==> src/rtl/chipselect_ctrl_if.sv <==
// Chip-select controller bus: control/timing inputs from the transfer FSM and
// register block, pin/status outputs back from the controller.
interface chipselect_ctrl_if #(
  parameter int NUM_CS = 4,
  parameter int SEL_W  = 2,
  parameter int DLY_W  = 4
);
  logic              enable;
  logic              cs_auto;
  logic [NUM_CS-1:0] cs_manual;
  logic [SEL_W-1:0]  select;
  logic              cs_pull_low;
  logic              cs_pull_high;
  logic [DLY_W-1:0]  setup_cycles;
  logic [DLY_W-1:0]  hold_cycles;
  logic [DLY_W-1:0]  gap_cycles;
  logic [NUM_CS-1:0] cs;
  logic              cs_ready;
  logic              cs_done;
  logic              busy;
  logic              sel_err;

  modport master (
    output enable, cs_auto, cs_manual, select, cs_pull_low, cs_pull_high,
           setup_cycles, hold_cycles, gap_cycles,
    input  cs, cs_ready, cs_done, busy, sel_err
  );

  modport slave (
    input  enable, cs_auto, cs_manual, select, cs_pull_low, cs_pull_high,
           setup_cycles, hold_cycles, gap_cycles,
    output cs, cs_ready, cs_done, busy, sel_err
  );
endinterface

==> src/rtl/chipselect_ctrl.sv <==
// Multi-channel SPI chip-select controller. Auto mode runs a
// SETUP/ACTIVE/HOLD/GAP frame on one selected channel; manual mode passes raw
// pin levels through. Every output comes straight from a flop.
module chipselect_ctrl #(
  parameter int                NUM_CS           = 4,
  parameter int                SEL_W            = 2,
  parameter int                DLY_W            = 4,
  parameter logic [NUM_CS-1:0] ACTIVE_HIGH_MASK = '0
) (
  input logic             clk,
  input logic             reset_n,
  chipselect_ctrl_if.slave bus
);

  typedef enum logic [2:0] {IDLE, SETUP, ACTIVE, HOLD, GAP} state_t;

  localparam logic [NUM_CS-1:0] CS_OFF = ~ACTIVE_HIGH_MASK;

  state_t            state_q, state_d;
  logic [DLY_W-1:0]  cnt_q, cnt_d;
  logic [SEL_W-1:0]  sel_q, sel_d;
  logic              pend_q, pend_d;   // pull_high seen during SETUP
  logic [NUM_CS-1:0] cs_q, cs_d;
  logic              ready_q, ready_d;
  logic              done_q, done_d;
  logic              busy_q, busy_d;
  logic              err_q, err_d;
  logic              sel_ok;
  logic              cnt_last;

  // Pin pattern with only channel s driven to its active level.
  function automatic logic [NUM_CS-1:0] assert_pat(input logic [SEL_W-1:0] s);
    logic [NUM_CS-1:0] p;
    p = CS_OFF;
    for (int i = 0; i < NUM_CS; i++)
      if (32'(s) == 32'(i)) p[i] = ~CS_OFF[i];
    return p;
  endfunction

  assign sel_ok   = (32'(bus.select) < 32'(NUM_CS));
  // Phases of length 0 and 1 both end on the first counted edge, so a
  // count of 0 behaves like 1 and the counter never has to wrap.
  assign cnt_last = (cnt_q <= DLY_W'(1));

  // Next-state and next-output logic; enable beats mode, mode beats requests.
  always_comb begin
    state_d = state_q;
    cnt_d   = cnt_q;
    sel_d   = sel_q;
    pend_d  = pend_q;
    cs_d    = cs_q;
    ready_d = ready_q;
    done_d  = 1'b0;
    err_d   = 1'b0;
    if (!bus.enable) begin
      state_d = IDLE;
      cnt_d   = '0;
      pend_d  = 1'b0;
      cs_d    = CS_OFF;
      ready_d = 1'b0;
    end else if (!bus.cs_auto) begin
      state_d = IDLE;
      cnt_d   = '0;
      pend_d  = 1'b0;
      cs_d    = bus.cs_manual;
      ready_d = 1'b0;
    end else begin
      case (state_q)
        IDLE: begin
          cs_d    = CS_OFF;
          ready_d = 1'b0;
          pend_d  = 1'b0;
          if (bus.cs_pull_low) begin
            if (sel_ok) begin
              sel_d   = bus.select;
              cnt_d   = bus.setup_cycles;
              cs_d    = assert_pat(bus.select);
              state_d = SETUP;
            end else begin
              err_d = 1'b1;
            end
          end
        end
        SETUP: begin
          if (bus.cs_pull_high) pend_d = 1'b1;
          if (cnt_last) begin
            cnt_d   = '0;
            ready_d = 1'b1;
            state_d = ACTIVE;
          end else begin
            cnt_d = cnt_q - DLY_W'(1);
          end
        end
        ACTIVE: begin
          if (bus.cs_pull_high || pend_q) begin
            pend_d  = 1'b0;
            ready_d = 1'b0;
            if (bus.hold_cycles == '0) begin
              cs_d    = CS_OFF;
              cnt_d   = bus.gap_cycles;
              state_d = GAP;
            end else begin
              cnt_d   = bus.hold_cycles;
              state_d = HOLD;
            end
          end
        end
        HOLD: begin
          if (cnt_last) begin
            cs_d    = CS_OFF;
            cnt_d   = bus.gap_cycles;
            state_d = GAP;
          end else begin
            cnt_d = cnt_q - DLY_W'(1);
          end
        end
        GAP: begin
          if (cnt_last) begin
            cnt_d   = '0;
            done_d  = 1'b1;
            state_d = IDLE;
          end else begin
            cnt_d = cnt_q - DLY_W'(1);
          end
        end
        default: state_d = IDLE;
      endcase
    end
    busy_d = (state_d != IDLE);
  end

  // State, counter and registered outputs.
  always_ff @(posedge clk or negedge reset_n) begin
    if (!reset_n) begin
      state_q <= IDLE;
      cnt_q   <= '0;
      sel_q   <= '0;
      pend_q  <= 1'b0;
      cs_q    <= CS_OFF;
      ready_q <= 1'b0;
      done_q  <= 1'b0;
      busy_q  <= 1'b0;
      err_q   <= 1'b0;
    end else begin
      state_q <= state_d;
      cnt_q   <= cnt_d;
      sel_q   <= sel_d;
      pend_q  <= pend_d;
      cs_q    <= cs_d;
      ready_q <= ready_d;
      done_q  <= done_d;
      busy_q  <= busy_d;
      err_q   <= err_d;
    end
  end

  assign bus.cs       = cs_q;
  assign bus.cs_ready = ready_q;
  assign bus.cs_done  = done_q;
  assign bus.busy     = busy_q;
  assign bus.sel_err  = err_q;

endmodule

==> src/flat_wrapper.sv <==
// flat-port wrapper written by rule: the top's interface ports become plain ports
module chipselect_ctrl_flat 
#(
  parameter int                NUM_CS           = 4,
  parameter int                SEL_W            = 2,
  parameter int                DLY_W            = 4,
  parameter logic [NUM_CS-1:0] ACTIVE_HIGH_MASK = '0
)
  (clk, reset_n, bus_enable, bus_cs_auto, bus_cs_manual, bus_select, bus_cs_pull_low, bus_cs_pull_high, bus_setup_cycles, bus_hold_cycles, bus_gap_cycles, bus_cs, bus_cs_ready, bus_cs_done, bus_busy, bus_sel_err);
  chipselect_ctrl_if #(.NUM_CS(NUM_CS), .SEL_W(SEL_W), .DLY_W(DLY_W)) bus_i ();
  input logic clk;
  input logic reset_n;
  input wire logic [$bits(bus_i.enable)-1:0] bus_enable;
  input wire logic [$bits(bus_i.cs_auto)-1:0] bus_cs_auto;
  input wire logic [$bits(bus_i.cs_manual)-1:0] bus_cs_manual;
  input wire logic [$bits(bus_i.select)-1:0] bus_select;
  input wire logic [$bits(bus_i.cs_pull_low)-1:0] bus_cs_pull_low;
  input wire logic [$bits(bus_i.cs_pull_high)-1:0] bus_cs_pull_high;
  input wire logic [$bits(bus_i.setup_cycles)-1:0] bus_setup_cycles;
  input wire logic [$bits(bus_i.hold_cycles)-1:0] bus_hold_cycles;
  input wire logic [$bits(bus_i.gap_cycles)-1:0] bus_gap_cycles;
  output wire logic [$bits(bus_i.cs)-1:0] bus_cs;
  output wire logic [$bits(bus_i.cs_ready)-1:0] bus_cs_ready;
  output wire logic [$bits(bus_i.cs_done)-1:0] bus_cs_done;
  output wire logic [$bits(bus_i.busy)-1:0] bus_busy;
  output wire logic [$bits(bus_i.sel_err)-1:0] bus_sel_err;
  assign bus_i.enable = bus_enable;
  assign bus_i.cs_auto = bus_cs_auto;
  assign bus_i.cs_manual = bus_cs_manual;
  assign bus_i.select = bus_select;
  assign bus_i.cs_pull_low = bus_cs_pull_low;
  assign bus_i.cs_pull_high = bus_cs_pull_high;
  assign bus_i.setup_cycles = bus_setup_cycles;
  assign bus_i.hold_cycles = bus_hold_cycles;
  assign bus_i.gap_cycles = bus_gap_cycles;
  assign bus_cs = bus_i.cs;
  assign bus_cs_ready = bus_i.cs_ready;
  assign bus_cs_done = bus_i.cs_done;
  assign bus_busy = bus_i.busy;
  assign bus_sel_err = bus_i.sel_err;
  chipselect_ctrl #(.NUM_CS(NUM_CS), .SEL_W(SEL_W), .DLY_W(DLY_W), .ACTIVE_HIGH_MASK(ACTIVE_HIGH_MASK)) u_core (.clk(clk), .reset_n(reset_n), .bus(bus_i));
endmodule
==> config.mk <==
export PLATFORM = sky130hd
export DESIGN_NAME = chipselect_ctrl_flat
export DESIGN_NICKNAME = d
export VERILOG_FILES = /design/src/rtl/chipselect_ctrl_if.sv /design/src/rtl/chipselect_ctrl.sv /design/src/flat_wrapper.sv
export SDC_FILE = /design/constraint.sdc
export NUM_CORES = 1
export LEC_CHECK = 0
export ABC_AREA = 1
export BUFFER_PORTS_ARGS = -buffer_cell sky130_fd_sc_hd__buf_2
export CORE_MARGIN = 10
export CORE_UTILIZATION = 45
export CTS_BUF_LIST = sky130_fd_sc_hd__clkbuf_4 sky130_fd_sc_hd__clkbuf_8 sky130_fd_sc_hd__clkbuf_16
export CTS_CLUSTER_SIZE = 40
export DETAILED_ROUTE_END_ITERATION = 6
export PLACE_DENSITY = 0.75
export RECOVER_POWER = 25
export REMOVE_ABC_BUFFERS = 1
export SETUP_SLACK_MARGIN = 0.5
export SLEW_MARGIN = 20
export SYNTH_ARGS = -nofsm -noshare
export SYNTH_HDL_FRONTEND = slang
export SYNTH_SLANG_ARGS = --single-unit
==> constraint.sdc <==
create_clock -name clk -period 2.03 [get_ports clk]
set_input_delay 0.1015 -clock clk [delete_from_list [all_inputs] [get_ports clk]]
set_output_delay 0.1015 -clock clk [all_outputs]
set_load 0.05 [all_outputs]
Word-level counts from Yosys, hierarchy flattened
Index checks and enable logic that the tools add are counted.

Word-level logic and storage cells: 76. Bits in registers: 15.

Magnitude comparators: 1. Mux-type cells: 41. Reductions and logical operators: 10. Equal/unequal tests: 16. $add $sub $neg: 1.

Operator list (number): two-way mux 4 bit (13); two-way mux 3 bit (8); != test 4 x 3 -> 1 bit (second input constant) (4); case mux 4 bit (4 select lines) (1); two-way mux 1 bit (15); case mux 3 bit (5 select lines) (1); case mux 4 bit (3 select lines) (1); != test 5 x 2 -> 1 bit (second input constant) (2); AND reduction 3 bit (3); != test 4 bit (second input constant) (2); equality test 3 x 2 -> 1 bit (second input constant) (2); != test 6 x 3 -> 1 bit (second input constant) (1); case mux 1 bit (3 select lines) (2); equality test 2 bit (second input constant) (2); less-or-equal comparator 4 x 1 -> 1 bit (second input constant) (1); logical NOT 4 bit (1); AND reduction 4 bit (1); subtractor 4 x 1 -> 4 bit (second input constant) (1); equality test 3 x 1 -> 1 bit (second input constant) (1); equality test 3 bit (second input constant) (1); logical NOT 3 bit (1); nonzero test 3 bit (1); equality test 2 x 1 -> 1 bit (second input constant) (1); logical NOT 2 bit (1); other kinds (2) (2).

Longest topological paths before layout
Gate-level depths: netlist of the first run.

Depth in word-level cells: 7. Mapped depth: 10.

Worst setup path after synthesis of the first run
OpenSTA, ideal clock, no wires.

Kind: reg2reg. From: reg u_core.cnt_q[0]. To: reg u_core.cs_q[1], in the netlist u_core.bus.cs[1]. Buffers on the path: 0. Cell stages (with the launch flop): 11. Arrival: 1.386 ns. Period minus slack after synthesis: 1.465 ns. Library setup time: 0.079 ns. Slack: 0.565 ns. Cell sequence: dfrtp_1 > inv_1 > ha_1 > inv_1 > nand2_1 > nand2_1 > nand2_1 > nand2_2 > o21ai_4 > nand2_1 > o21ai_0.

Cells in the longest elaborated chain, start to end: 3.

Ends and longest elaborated chain: start, declared (RTL line chipselect_ctrl.sv:20) `logic [DLY_W-1:0] cnt_q, cnt_d;`; start signal, assigned (RTL line chipselect_ctrl.sv:146) `cnt_q <= cnt_d;`; less-or-equal comparator 4 x 1 -> 1 bit (RTL line chipselect_ctrl.sv:43) `assign cnt_last = (cnt_q <= DLY_W'(1));`; != test 4 x 3 -> 1 bit (no line); AND reduction 4 bit (no line); end signal, assigned (RTL line chipselect_ctrl.sv:149) `cs_q <= cs_d;`; end, declared (RTL line chipselect_ctrl.sv:23) `logic [NUM_CS-1:0] cs_q, cs_d;`.

No other way between the ends. A chain may end at the register's enable or synchronous reset.

Worst setup path in the final report of the first run
From: reg u_core.cnt_q[0]. To: reg u_core.cnt_q[3].

Cells in the longest elaborated chain, start to end: 5.

Ends and longest elaborated chain: subtractor 4 x 1 -> 4 bit / less-or-equal comparator 4 x 1 -> 1 bit (equally long branches); two-way mux 4 bit (on tied branches) (RTL line chipselect_ctrl.sv:86, chipselect_ctrl.sv:118, chipselect_ctrl.sv:109); case mux 4 bit (4 select lines) (*) (RTL line chipselect_ctrl.sv:68) `case (state_q)`; two-way mux 4 bit (*) (RTL line chipselect_ctrl.sv:61) `end else if (!bus.cs_auto) begin`; two-way mux 4 bit (*) (RTL line chipselect_ctrl.sv:55) `if (!bus.enable) begin`.

Every way passes the cells marked *; elsewhere a longest branch is shown, timed or not.

==> flow_metrics.tcl, run 1 <==
set metrics [dict create \
    start_kind "register" \
    finalHoldViolations 0 \
    via_count 1266 \
    syn_inst 192 \
    grt_most_used_layer "met2" \
    drtIter0Drc 67 \
    final_cells 264 \
    synth_area_leaders "dfrtp_1 (22%), nand2_1 (20%), inv_1 (8.9%)" \
    worstPathMaxFanout 3 \
    finalHoldWorstSlack_ns 0.1026 \
    gp_congestion 0.8802 \
    synth_commonest_cells "nand2_1 (64), inv_1 (29), nand3_1 (21)" \
    ys_types 26 \
    drive_above_1_share 0.3077 \
    power_density_nw_per_um2 478.7 \
    clockBufferDepth 2 \
    avgSynthCellArea_um2 6.399 \
    cts-root-buf "clkbuf_4" \
    synth_seq_cells 15 \
    cts_sinks 15 \
    synth-edff-count 0 \
    grt_pass1_wl_um 5106 \
    crit_type "register to register" \
    p_total_mw 0.7548 \
    grt_usage 0.1192 \
    grt_max_degree 16 \
    core_um2 2545 \
    wl_per_cell_um 12.09 \
    ys_warn_count 0 \
    yosysTopAreaCellShare 0.2240 \
    drv_cap 0 \
    hpwl_um 2473 \
    antennaDiodeCount 0 \
    area_growth_pct 28.31 \
    grt_use_met3 0.04082 \
    finalMaxSlewViolations 0 \
    grt_pass1_vias 1146 \
    first_pass_iters 4 \
    maxSlewHeadroom 0.4250 \
    antenna_found_initial 0 \
    status "finished, final reports clean" \
    initial_core_util 0.4828 \
    cp.arrival_ns 1.70 \
    cts_tree "done" \
    synth.yosys.seq_area_share 0.3096 \
    die_w_um 72.26 \
    final_net_count 261 \
    vias_per_cell 4.795 \
    hold_path.class "primary input to register" \
    ioPinCount 32 \
    synth_top_area_cell "dfrtp_1" \
    tritoncts.num_buffers 3 \
    cts_max_level 1 \
    grt.met1_usage 0.1479 \
    crit_path_end_kind "register" \
    async_reset_ff_frac 1.000 \
    synth_most_common_cell "nand2_1" \
    rows 18 \
    rsz0062_at_grt "true" \
    finalCritPeriodShare 0.7413 \
    path_clk_slew_ns 0.10 \
    wl_um 3193 \
    dieArea_um2 5221 \
    insertion_delay_ns 0.30 \
    setup_tns_ns 0 \
    grtUsageMet2 0.1798 \
    finalSetupViolCount 0 \
    antenna_left 0 \
    ir_drop_mv 0.3622 \
    drc 0 \
    chipHeight_um 72.26 \
    dpl.cell_count 251 \
    worstMarginPinSlew_ns 0.8625 \
    critPathRequiredTime_ns 2.22 \
    fillers 246 \
    grt-ovfl-total 0 \
    finClkSkew_ns 0.005953 \
    port-buffer-count 30 \
    synth_flop_cell "dfrtp_1" \
    min_period_ns 1.505 \
    max_freq_mhz 664.6 \
    p_leak_nw 0.9272 \
    syn_area_um2 1229 \
]
-- placed cells by master (no fill, tap or decap), types with 2 or more instances in the layout --
| cell type | n |
|---|---|
| dfstp_2 | 4 |
| nor2_4 | 4 |
| nor3_1 | 2 |
| inv_4 | 2 |
| nand2_2 | 2 |
| nor2_2 | 5 |
| buf_2 | 29 |
| o21ai_1 | 5 |
| dfrtp_1 | 11 |
| nand4_1 | 3 |
| a21oi_1 | 4 |
| nand2_1 | 61 |
| o21bai_1 | 2 |
| nor2_1 | 10 |
| o21ai_0 | 11 |
| clkbuf_4 | 3 |
| inv_2 | 2 |
| buf_4 | 8 |
| nand3_1 | 21 |
| nand3b_1 | 2 |
| nand2_4 | 4 |
| ha_4 | 2 |
| inv_1 | 27 |
-- sequential cells by signal, summed over array words and instances, names as in the netlist --
register / count
u_core.bus.busy: 1
u_core.state_q: 3
u_core.pend_q: 1
u_core.bus.cs_done: 1
u_core.bus.cs_ready: 1
u_core.cnt_q: 4
u_core.bus.cs: 4
-- area by class of cell --
type                       instances  area (um^2)  share of cell area
multi-input combinational        145        790.8              0.5016
clock buffer                       3        22.52             0.01429
timing repair buffer              39        219.0              0.1389
tap                               30        37.54             0.02381
sequential                        15        380.4              0.2413
inverter                          31        121.4             0.07698
clock inverter                     1        5.005            0.003175
-- through the flow --
step	setup slack (ns)	util	instance area (um^2)
after floorplan	0.5651	-	1221
after global placement	0.3870	0.5536	1409
after detailed placement	0.3510	0.5536	1409
after CTS	0.5043	0.5905	1503
final	0.5253	0.6195	1577
after global routing	0.4629	0.6195	1577
-- layer usage --
metal / wire, um / part of all wire
met1: 1499 / 0.47
met2: 1443 / 0.45
met3: 197 / 0.062
met4: 53 / 0.017
met5: 0 / 0
-- critical path: stages, from the launching register on --
cell and delay (ns):
dfrtp_1 0.44, buf_4 0.16, buf_4 0.13, buf_4 0.14, nor2_4 0.10, nand2_1 0.05
nand2_1 0.05, nand3_1 0.09, nand2_1 0.08, nand2_1 0.05, nand2_1 0.06, nand2_1 0.05
-- path summary, 6_finish.rpt --
path	start	endpoint	slack, ns	cells after the start
min	bus_enable	u_core.bus.cs[0]$_DFFE_PN1P_	0.10	4
min reg2reg	u_core.bus.cs[0]$_DFFE_PN1P_	u_core.bus.cs[0]$_DFFE_PN1P_	0.47	2
max reg2reg	u_core.cnt_q[0]$_DFFE_PN0P_	u_core.cnt_q[3]$_DFFE_PN0P_	0.53	11
max	u_core.cnt_q[0]$_DFFE_PN0P_	u_core.cnt_q[3]$_DFFE_PN0P_	0.53	11
max in group asynchronous	reset_n	u_core.bus.cs_done$_DFF_PN0_	1.08	2
min in group asynchronous	reset_n	u_core.cnt_q[0]$_DFFE_PN0P_	0.42	2
-- where the power goes --
group          total, mW  switching (mW)  internal (mW)
combinational      0.245           0.156         0.0889
clock              0.180           0.107         0.0734
sequential         0.330          0.0120          0.318
-- logic make-up after synthesis --
group / share of synthesized area
fa+ha+maj: 0.02036
compound gates: 0.1212
buf+inv: 0.1049
other cells: 0.003052
flops: 0.3096
simple gates: 0.4409
-- what timing repair did --
item,in CTS,in global routing
hold buffers,1,0
buffers inserted,5,3
pin swaps,2,4
hold endpoints to repair,15,0
endpoints found under the setup margin,12,10
gates resized for setup,7,16
Note: power is estimated with default switching activity, not from simulation.
==> run 2: changes to the inputs <==
==> constraint.sdc (replaced) <==
create_clock -name clk -period 1.6 [get_ports clk]
set_input_delay 0.08 -clock clk [delete_from_list [all_inputs] [get_ports clk]]
set_output_delay 0.08 -clock clk [all_outputs]
set_load 0.05 [all_outputs]
==> run 2 against run 1 <==
Net effect: hold slack got worse by 0.016 ns; critical path depth fell by 2; register-to-register slack got worse by 0.43 ns; core utilization rose by 4.1 points; sequential power rose by 28%; combinational power rose by 56%; critical path type unchanged.
==> flow_metrics.tcl, run 2 (synthesis gave the netlist of run 1 again) <==
set metrics [dict create \
    finalCritPeriodShare 0.9419 \
    ir_drop_mv 0.5420 \
    seqCellArea_um2 384.1 \
    path_clk_slew_ns 0.09 \
    final_cell_mix "nand2_1 (59), inv_1 (25), buf_2 (25)" \
    start_kind "register" \
    dieArea_um2 5221 \
    p_clk_frac 0.229 \
    antenna_found_initial 0 \
    core_um2 2545 \
    wl_met3_um 269 \
    clockBufferDepth 2 \
    cts_sinks 15 \
    cts_tree "done" \
    antenna_left 0 \
    p_int_mw 0.6781 \
    hpwl_um 2601 \
    top_layer_used "met4" \
    port-buffer-count 30 \
    final_util 0.6608 \
    multi_input_area_um2 798.3 \
    tritoncts.num_buffers 3 \
    grt-ovfl-total 0 \
    via_count 1409 \
    vias_per_cell 5.199 \
    rsz0062_at_grt "true" \
    cp.arrival_ns 1.67 \
    p_sw_mw 0.3619 \
    worstPathMaxFanout 6 \
    final_common_cell "nand2_1" \
    p_leak_nw 0.9566 \
    max_freq_mhz 663.6 \
    routed-wl-met2_um 1791 \
    first_pass_iters 4 \
    maxSlewHeadroom 0.4336 \
    worstMarginPinSlew_ns 0.8496 \
    cts_max_level 1 \
    finalHoldViolations 0 \
    wl_met1_um 1550 \
    swShare 0.3480 \
    rows 18 \
    cts-root-buf "clkbuf_4" \
    drtIter0Drc 79 \
    insertion_delay_ns 0.29 \
    grt_max_degree 16 \
    grt_usage 0.1390 \
    p_total_mw 1.040 \
    crit_type "register to register" \
    wl_um 3682 \
    status "finished, final reports clean" \
    initial_core_util 0.4828 \
    drive_above_1_share 0.3568 \
    grt_pass1_wl_um 5982 \
    finClkSkew_ns 0.003276 \
    hold_path.class "primary input to register" \
    drc 0 \
    area_growth_pct 36.86 \
    chipHeight_um 72.26 \
    min_period_ns 1.507 \
    drv_cap 0 \
    wl_per_cell_um 13.59 \
    finalMaxSlewViolations 0 \
    die_w_um 72.26 \
    gp_congestion 0.8796 \
    final_net_count 268 \
    power_frac_seq 0.405 \
    crit_path_end_kind "register" \
    grt_pass1_vias 1351 \
    finalSetupViolCount 0 \
    ioPinCount 32 \
    antennaDiodeCount 0 \
    fillers 238 \
    power_density_nw_per_um2 618.4 \
    critPathRequiredTime_ns 1.77 \
    p_comb_frac 0.366 \
]
[run 2: changes by cell type in the layout (fill, tap and decap cells not counted), moves of 2 or more]
cell     previous run  this run
dfrtp_2             0         3
buf_6               0         7
nand2_2             2         5
buf_2              29        25
buf_4               8        12
nand2_1            61        59
o21ai_0            11         8
inv_1              27        25
dfrtp_1            11         8
o21ai_1             5         9
[run 2: layout make-up]
class / count / share of cell area
multi-input combinational: 145 / 0.4747
tap: 30 / 0.02232
inverter: 31 / 0.07366
clock buffer: 4 / 0.01786
sequential: 15 / 0.2284
timing repair buffer: 46 / 0.1830
[run 2: per-stage QoR]
| step | TNS (ns) | cell area (um^2) | setup WS [ns] | std cells | hold slack (ns) |
|---|---|---|---|---|---|
| finish | 0 | 1682 | 0.09302 | 271 | 0.08651 |
| global route | 0 | 1682 | 0.01754 | 271 | 0.1177 |
| CTS | 0 | 1633 | 0.1388 | 268 | 0.08767 |
| detailed placement | -0.01446 | 1431 | -0.009094 | 254 | 0.001737 |
| global placement | 0 | 1431 | 0.07332 | 254 | -0.001146 |
| floorplan | 0 | 1221 | 0.1351 | 191 | -0.2156 |
[run 2: metal layers]
layer,global-route usage,vias to the layer above
li1,-,707
met1,0.1560,629
met2,0.2381,60
met3,0.04490,13
met4,0.05161,0
met5,0,-
[run 2: path summary, 6_finish.rpt]
kind / start / depth (start not counted) / endpoint / slack, ns
setup / recovery: u_core.cnt_q[1]$_DFFE_PN0P_ / 9 / u_core.bus.busy$_DFF_PN0_ / 0.09
hold / removal: bus_enable / 4 / u_core.bus.cs[0]$_DFFE_PN1P_ / 0.09
hold reg to reg: u_core.bus.cs[2]$_DFFE_PN1P_ / 2 / u_core.bus.cs[2]$_DFFE_PN1P_ / 0.48
min in group asynchronous: reset_n / 2 / u_core.cnt_q[2]$_DFFE_PN0P_ / 0.40
setup reg to reg: u_core.cnt_q[1]$_DFFE_PN0P_ / 9 / u_core.bus.busy$_DFF_PN0_ / 0.09
max in group asynchronous: reset_n / 2 / u_core.state_q[0]$_DFF_PN0_ / 0.62
[run 2: what timing repair did]
action,in CTS,in global routing
pin swaps,20,10
gates resized for setup,34,12
endpoints found under the setup margin,19,19
hold buffers,1,0
buffers inserted,9,3
hold endpoints to repair,15,0
[run 2: worst max-delay path: stages (launching register included)]
cell	delay (ns)
dfrtp_1	0.41
inv_2	0.11
ha_4	0.18
inv_4	0.04
nand2_4	0.06
nand2_4	0.07
nand2_2	0.09
nand2_2	0.08
o21ai_1	0.21
nand3_1	0.12
[run 2: power by group through the flow]
stage | logic [mW] | registers (mW) | clock network (mW)
2_1_floorplan | 0.141 | 0.465 | 0
3_3_place_gp | 0.272 | 0.423 | 0
3_5_place_dp | 0.275 | 0.424 | 0
4_1_cts | 0.345 | 0.419 | 0.240
5_1_grt | 0.418 | 0.424 | 0.251
6_report | 0.381 | 0.421 | 0.238
